<file path="src/rtl/fetch_unit.sv">
// Instruction fetch front end: owns the PC, issues word reads to a one-cycle
// synchronous instruction memory and buffers responses in a small FIFO.
module fetch_unit #(
    parameter logic [31:0] RESET_PC = 32'h0000_0000,
    parameter int unsigned DEPTH    = 2
) (
    input  logic        clk,
    input  logic        reset,
    output logic        imem_req,
    output logic [31:0] imem_addr,
    input  logic [31:0] imem_rdata,
    output logic        instr_valid,
    output logic [31:0] instr,
    output logic [31:0] instr_pc,
    input  logic        instr_ready,
    input  logic        redirect,
    input  logic [31:0] redirect_target
);

    localparam int unsigned PW = (DEPTH > 1) ? $clog2(DEPTH) : 1;
    localparam int unsigned CW = $clog2(DEPTH) + 1;

    logic [31:0]   fetch_pc;
    logic          inflight;
    logic [31:0]   inflight_pc;
    logic [31:0]   q_instr [DEPTH];
    logic [31:0]   q_pc    [DEPTH];
    logic [PW-1:0] rd_ptr;
    logic [PW-1:0] wr_ptr;
    logic [CW-1:0] count;

    logic          pop;
    logic          flush;
    logic          push;
    logic [CW:0]   occupancy;

    function automatic logic [PW-1:0] ptr_inc(input logic [PW-1:0] p);
        return (p == PW'(DEPTH - 1)) ? '0 : p + PW'(1);
    endfunction

    always_comb begin
        instr_valid = !reset && (count != '0);
        pop         = instr_valid && instr_ready;
        flush       = pop && redirect;
        push        = inflight && !flush && !reset;
        // Slots already promised (queued + in flight) after this cycle's pop;
        // a new request is allowed only while one slot remains unclaimed.
        occupancy   = {1'b0, count} + (CW + 1)'(inflight) - (CW + 1)'(pop);
        imem_req    = !reset && (flush || (occupancy < (CW + 1)'(DEPTH)));
        if (reset)
            imem_addr = RESET_PC;
        else if (flush)
            imem_addr = {redirect_target[31:2], 2'b00};
        else
            imem_addr = fetch_pc;
        instr    = q_instr[rd_ptr];
        instr_pc = q_pc[rd_ptr];
    end

    always_ff @(posedge clk) begin
        if (reset) begin
            fetch_pc    <= RESET_PC;
            inflight    <= 1'b0;
            inflight_pc <= '0;
            rd_ptr      <= '0;
            wr_ptr      <= '0;
            count       <= '0;
            for (int unsigned i = 0; i < DEPTH; i++) begin
                q_instr[i] <= '0;
                q_pc[i]    <= '0;
            end
        end else begin
            inflight <= imem_req;
            if (imem_req) begin
                inflight_pc <= imem_addr;
                fetch_pc    <= imem_addr + 32'd4;
            end
            if (push) begin
                q_instr[wr_ptr] <= imem_rdata;
                q_pc[wr_ptr]    <= inflight_pc;
            end
            if (flush) begin
                rd_ptr <= '0;
                wr_ptr <= '0;
                count  <= '0;
            end else begin
                if (push)
                    wr_ptr <= ptr_inc(wr_ptr);
                if (pop)
                    rd_ptr <= ptr_inc(rd_ptr);
                count <= count + CW'(push) - CW'(pop);
            end
        end
    end

    // A redirect is only meaningful for an instruction accepted this cycle.
    redirect_needs_pop: assert property (@(posedge clk) disable iff (reset) redirect |-> pop);

endmodule

</file>
<file path="config.mk">
export PLATFORM = sky130hd
export DESIGN_NAME = fetch_unit
export DESIGN_NICKNAME = d
export VERILOG_FILES = /design/src/rtl/fetch_unit.sv
export SDC_FILE = /design/constraint.sdc
export NUM_CORES = 1
export LEC_CHECK = 0
export BUFFER_PORTS_ARGS = -buffer_cell sky130_fd_sc_hd__buf_4
export CAP_MARGIN = 20
export CORE_ASPECT_RATIO = 0.8
export CORE_UTILIZATION = 40
export CTS_BUF_LIST = sky130_fd_sc_hd__clkbuf_16
export CTS_CLUSTER_DIAMETER = 80
export CTS_CLUSTER_SIZE = 16
export DETAILED_ROUTE_END_ITERATION = 12
export MAX_ROUTING_LAYER = met4
export PLACE_DENSITY = 0.62
export RECOVER_POWER = 100
export SLEW_MARGIN = 10
export SYNTH_ARGS = -nofsm -noshare
export SYNTH_HDL_FRONTEND = slang
export SYNTH_SLANG_ARGS = --single-unit
export TNS_END_PERCENT = 10
</file>
<file path="constraint.sdc">
create_clock -name clk -period 7 [get_ports clk]
set_input_delay 1.4 -clock clk [delete_from_list [all_inputs] [get_ports clk]]
set_output_delay 1.4 -clock clk [all_outputs]
set_load 0.02 [all_outputs]
</file>
# Yosys cells after proc, flatten, opt, wreduce, memory -nomap -nowiden
# Memories as Yosys holds them, arrays and structs flattened. A register that Yosys moved wholly into a read port is not among the register bits.
# Cells that the tools add are included.
# totals
ff_bits	69
ramBits	128
inputBits	68
output_inout_bits	98
wordCells	48
mem_count	2
# mem_list
memory	depth	width	read_ports	rd_clocked_by_memory_dff	write_ports	line_no	rtl
q_instr	2	32	1	1	2	26	logic [31:0] q_instr [DEPTH];
q_pc	2	32	1	1	2	27	logic [31:0] q_pc [DEPTH];
# op_classes
add_sub_neg	7
order_cmp	1
mux	19
reduce_logical	13
# ops
operator	n
$mux 32	4
$reduce_or 32->1	2
$add 32x3->32 const B	1
$mux 1	15
$logic_and 1x1->1	6
$add 2x1->3	1
$lt 3x2->1 const B	1
$sub 3x1->3	1
$add 1x1->1 const B	2
$add 2x1->2	1
$logic_not 1->1	2
$reduce_bool 2->1	1
$reduce_or 2->1	1
$sub 2x1->2	1
$logic_or 1x1->1	1

# Longest topological paths before layout
# Gate-level depths: netlist of the first run.
# depth
depth_word	12
depth_mapped	15
ltp_nobuf	12

# Worst setup path before layout of the first run
# Ideal clock, no wire load.
# synth_path
path_type	in2reg
start	in redirect
end	mem q_instr[0][0] (enable)
setup_time_ps	574
arrival_time_ps	6409
required_ps	6426
setup_slack_ps	17
path_stages	5
n_path_buf	1
cell_sequence	buf_4 > o211a_1 > nor2_1 > nand2_1 > o21ai_0
# synth_lines
item	line_no	rtl
from (decl)	16	input logic redirect,
to (decl)	26	

# Final worst setup path of the first run
# layout_path
start	in reset
end	out imem_addr[28]
# layout_via
elab_chain_cells	6
# layout_rtl
item	line_no	rtl
from (decl)	8	input logic reset,
$logic_not 1->1	42	instr_valid = !reset && (count != '0);
$logic_and 1x1->1	42	
$logic_and 1x1->1	43	pop = instr_valid && instr_ready;
$logic_and 1x1->1	44	flush = pop && redirect;
$mux 32	52	else if (flush)
$mux 32 (*)	50	if (reset)
to (decl)	10	output logic [31:0] imem_addr,
# Mark *: on every way between the ends. The rest lies on a longest branch, timed or not.

==> reports/metrics.yaml, run 1 <==
die_w_um: 173
finalSetupViolCount: 0
remaining_drc_errors: 0
yosys.area.top_type: "edfxtp_1"
cts_max_level: 4
synth_top_cell_area_share_pct: 41.0
wl_met1_um: 11400
grt_pass1_wl_um: 34400
fmax_ghz: 0.166
final_cell_count_no_fill: 1276
hold_viol_final: 0
placeableCoreArea_um2: 22700
max-vdd-ir-drop_v: 0.000141
failed_checks: "max-capacitance violations, max-slew violations"
synth_cells: 819
clock_latency_ns: 0.43
first_pass_iters: 4
synthesis.nets: 890
gr-total-overflow: 0
critPathCaptureType: "primary output"
timing.final.ws_setup_ns: 0.994
antenna_found_initial: 0
postCtsResizedCells: 0
fin_skew_ns: 0.0124
drv_cap: 7
fin_setup_tns_ns: 0
place_inst: 1244
via_per_inst: 5.09
worst_slew_pin_slew_ns: 3.18
rows: 49
n_antenna_cell: 0
area_growth_pct: 17.2
clock-root-buffer: "clkbuf_16"
place.gp.congestion: 0.876
wl_um: 22200
crit_arrival_ns: 4.61
gr-usage-all-layers_pct: 19.0
p_leak_nw: 4.06
start_util_pct: 41.2
top_layer: "met4"
grt_max_degree: 65
worst-endpoint-required_ns: 5.60
drv_slew: 379
clkTransAtPathRegs_ns: 0.07
cts.sinks: 196
synth-edff-count: 128
hold_path.class: "flip-flop to flip-flop"
cts_hold_buf: 0
ys_top_cells_by_area: "edfxtp_1 41%, dfxtp_1 15%, and2_1 8.7%"
synth_warnings: 0
dpl.hpwl_um: 14300
power_density_nw_per_um2: 315
cts_tree: "done"
antenna_left: 0
total_power_mw: 3.47
ys_seq_area_share_pct: 55.5
synth_area_per_cell_um2: 11.4
fill_cells: 2195
die-area_um2: 24100
synth_area_um2: 9380
synth_seq_cells: 196
met3_length_um: 1090
post_cts.repair.setup_buffers: 0
ys.flop_type: "edfxtp_1"
clockBufferDepth: 2
routedWlPerCell_um: 17.4
cts_buffers: 17
crit_type: "primary input to primary output"
place_ws_ns: 1.55
relSlewSlack_pct: -112
die_h_um: 139
outcome: "finished with violations"
drt_iter0_markers: 442
min_period_ns: 6.01
drive_gt1_share_pct: 19.1
startpoint_type: "primary input"
ios: 166
wl_met2_um: 9560
grt_pass1_vias: 6146
cp_max_fo: 34
ys_types: 66
io_buffers: 163
vias: 6489
period_share_pct: 85.8
fin_nets: 1028
grt_setup_unrepaired: "false"
async_flop_share_pct: 0
final cells by class:
type | instances | area, um2 | area share [%]
flip-flops and latches | 196 | 5200 | 47.4
multi-input cells | 561 | 3870 | 35.2
repair buffers | 173 | 930 | 8.46
clock buffers | 17 | 425 | 3.87
well taps | 306 | 383 | 3.48
clock inverters | 15 | 148 | 1.34
inverters | 8 | 30.0 | 0.273
registers in the layout, indices dropped and copies added (netlist names), named ones only:
| register | flops |
|---|---|
| count | 2 |
| fetch_pc | 32 |
| inflight | 1 |
| inflight_pc | 30 |
| q_instr | 64 |
| q_pc | 64 |
| rd_ptr | 1 |
| wr_ptr | 1 |
placed cells by master, fill, tap and decap left out, drive strengths merged, types with 3 or more instances in the layout:
cell / n
and2: 130
edfxtp: 128
clkbuf: 116
nor2: 83
buf: 74
dfxtp: 68
mux2: 68
nand2: 36
mux2i: 35
a21oi: 27
a211oi: 24
and3: 18
nor3: 14
inv: 14
xor2: 13
nand3: 11
o21ai: 11
nand4: 8
nor4: 8
or2: 7
xnor2: 5
nand4b: 5
o211ai: 5
clkinv: 5
a32o: 3
o211a: 3
o21a: 3
and4b: 3
or3: 3
a31oi: 3
nand2b: 3
nor3b: 3
clkinvlp: 3
through the flow:
step / util (%) / hold WS [ns] / cell area [um2]
6_report: 48.3 / 0.457 / 11000
5_1_grt: 48.3 / 0.493 / 11000
4_1_cts: 50.3 / 0.460 / 11400
3_5_place_dp: 47.7 / 0.450 / 10900
3_3_place_gp: 47.7 / 0.443 / 10900
2_1_floorplan: - / 0.432 / 9380
worst paths after layout:
path,from,to,slack [ns],cells after the start
worst max-delay path,reset,imem_addr[28],0.99,6
worst min-delay path,fetch_pc[4]$_SDFFE_PP0P_,fetch_pc[4]$_SDFFE_PP0P_,0.46,2
worst max register to register,count[1]$_SDFF_PP0_,fetch_pc[31]$_SDFFE_PP0P_,1.77,12
worst min register to register,fetch_pc[4]$_SDFFE_PP0P_,fetch_pc[4]$_SDFFE_PP0P_,0.46,2
report_power, final:
part | internal [mW] | switching (mW) | total (mW)
registers | 1.43 | 0.0890 | 1.52
logic | 0.350 | 0.636 | 0.987
clock network | 0.501 | 0.458 | 0.959
cell families after synthesis:
| kind of cell | after synthesis | synth area share (%) |
|---|---|---|
| multiplexers | 103 | 11.9 |
| XOR/XNOR | 18 | 1.68 |
| adder cells (fa/ha/maj) | 3 | 0.480 |
| buffers and inverters | 62 | 2.84 |
| AO/OA/AOI/OAI | 101 | 7.97 |
| AND/OR/NAND/NOR | 336 | 19.6 |
| flip-flops | 196 | 55.5 |
synthesized netlist by cell type (all sizes together), types with 2 or more instances:
cell type and count:
a2111oi 2, a211o 2, a211oi 24, a21boi 2, a21o 2, a21oi 27
a221oi 2, a31oi 3, a32o 3, and2 130, and3 18, and4b 3
buf 18, clkbuf 36, dfxtp 68, edfxtp 128, ha 2, inv 8
mux2 68, mux2i 35, nand2 36, nand2b 3, nand3 11, nand4 8
nand4b 5, nor2 83, nor3 14, nor3b 3, nor4 8, o211a 3
o211ai 5, o21a 3, o21ai 11, o22ai 2, or2 7, or3 3
xnor2 5, xor2 13
metal layers:
| metal | global-route usage [%] | up-vias |
|---|---|---|
| met2 | 27.2 | 179 |
| li1 | - | 3219 |
| met3 | 3.40 | 11 |
| met4 | 4.42 | 0 |
| met1 | 27.7 | 3080 |
| met5 | - | - |
worst max-delay path: stages:
cell and delay, ns:
clkbuf_1 0.13, o21bai_1 0.52, nor2_2 1.57, mux2i_1 0.47, nor2_1 0.24, clkbuf_1 0.26
Note: power is estimated with default switching activity, not from simulation.
==> run 2, diff against run 1 <==
clock period = 5.3 ns   (was 7 ns; I/O delays follow)
==> reports/metrics.yaml, run 2 (synthesis results as in run 1) <==
routedWlPerCell_um: 17.7
largestRegisters: "q_instr (64), q_pc (64), fetch_pc (32)"
fmax_ghz: 0.209
start_util_pct: 41.2
min_period_ns: 4.79
drive_gt1_share_pct: 19.4
startpoint_type: "primary input"
die-area_um2: 24100
grt_setup_unrepaired: "false"
final_cell_mix: "128 x edfxtp_1, 97 x clkbuf_1, 83 x nor2_1"
die_h_um: 139
grt_pass1_vias: 6428
grt_pass1_wl_um: 35600
drv_slew: 173
swShare_pct: 34.2
grt_max_degree: 65
wl_um: 22700
clock_latency_ns: 0.44
via_per_inst: 5.23
crit_arrival_ns: 5.15
rows: 49
seq_power_share_pct: 43.5
cts_max_level: 4
die_w_um: 173
cellInternalPower_mw: 3.01
p_sw_mw: 1.56
cts.sinks: 196
clockBufferDepth: 2
fin_setup_tns_ns: 0
remaining_drc_errors: 0
drv_cap: 4
postCtsResizedCells: 0
period_share_pct: 90.4
io_buffers: 163
hold_path.class: "flip-flop to flip-flop"
ios: 166
antenna_left: 0
n_antenna_cell: 0
pwr-share-comb_pct: 28.6
fin_nets: 1033
fin_skew_ns: 0.0123
critPathCaptureType: "flip-flop"
worst_slew_pin_slew_ns: 2.83
place.gp.congestion: 0.845
failed_checks: "max-capacitance violations, max-slew violations"
crit_type: "primary input to flip-flop"
final_cell_count_no_fill: 1281
drt_iter0_markers: 463
relSlewSlack_pct: -88.6
finalSetupViolCount: 0
place_inst: 1249
final_common_cell: "edfxtp_1"
worst-endpoint-required_ns: 5.66
placeableCoreArea_um2: 22700
hold_viol_final: 0
clock-root-buffer: "clkbuf_16"
area_growth_pct: 17.6
antenna_found_initial: 0
clkPwrFrac_pct: 27.9
vias: 6700
cp_max_fo: 18
gr-total-overflow: 0
fill_cells: 2224
clkTransAtPathRegs_ns: 0.08
post_cts.repair.setup_buffers: 0
outcome: "finished with violations"
power_density_nw_per_um2: 414
cts_buffers: 17
max-vdd-ir-drop_v: 0.000187
dpl.hpwl_um: 14800
gr-usage-all-layers_pct: 19.6
p_leak_nw: 4.08
cts_hold_buf: 0
first_pass_iters: 5
cts_tree: "done"
## run 2: layer usage
| metal | vias up | routed length [um] | GRT usage (%) |
|---|---|---|---|
| li1 | 3236 | - | - |
| met5 | - | 0 | - |
| met4 | 0 | 302 | 5.54 |
| met3 | 23 | 1380 | 3.48 |
| met1 | 3206 | 11400 | 28.2 |
| met2 | 235 | 9620 | 28.1 |
## run 2: final cells by class
type                    count  area [um2]  area share, %
multi-input cells         561        3860           35.0
inverters                   8        30.0          0.272
repair buffers            178         975           8.84
clock inverters            15         145           1.32
well taps                 306         383           3.47
flip-flops and latches    196        5200           47.2
clock buffers              17         425           3.86
## run 2: path summary, 6_finish.rpt
path,end,cells after the start,slack [ns],from
worst max register to register,fetch_pc[20]$_SDFFE_PP0P_,11,0.75,count[1]$_SDFF_PP0_
worst min-delay path,fetch_pc[3]$_SDFFE_PP0P_,2,0.45,fetch_pc[3]$_SDFFE_PP0P_
worst min register to register,fetch_pc[3]$_SDFFE_PP0P_,2,0.45,fetch_pc[3]$_SDFFE_PP0P_
worst max-delay path,fetch_pc[20]$_SDFFE_PP0P_,12,0.51,reset
## run 2: power groups by stage
stage          Clock, mW  Sequential [mW]  Combinational [mW]
4_1_cts             1.30             1.99                1.47
6_report            1.27             1.99                1.31
5_1_grt             1.37             2.02                1.44
2_1_floorplan          0             1.98               0.969
3_3_place_gp           0             2.02                1.45
3_5_place_dp           0             2.02                1.46
## run 2: through the flow
| step | util, % | cell area (um2) | total power, mW | hold WS [ns] | worst slack (ns) |
|---|---|---|---|---|---|
| after floorplan | - | 9380 | 2.95 | 0.432 | 0.387 |
| after global placement | 47.9 | 10900 | 3.47 | 0.445 | 0.725 |
| after detailed placement | 47.9 | 10900 | 3.49 | 0.447 | 0.633 |
| after CTS | 50.4 | 11500 | 4.76 | 0.457 | 0.770 |
| after global routing | 48.5 | 11000 | 4.82 | 0.485 | 0.348 |
| final | 48.5 | 11000 | 4.57 | 0.455 | 0.509 |
## run 2: critical path: stages
cell and delay (ns):
clkbuf_1 0.13, o21bai_4 0.30, inv_1 0.41, nand2_1 0.14
or2_2 0.32, a21boi_0 0.20, fa_1 0.49, or2_2 0.33
o21a_1 0.23, nor4_1 1.07, a21boi_0 0.22, a211oi_1 0.25
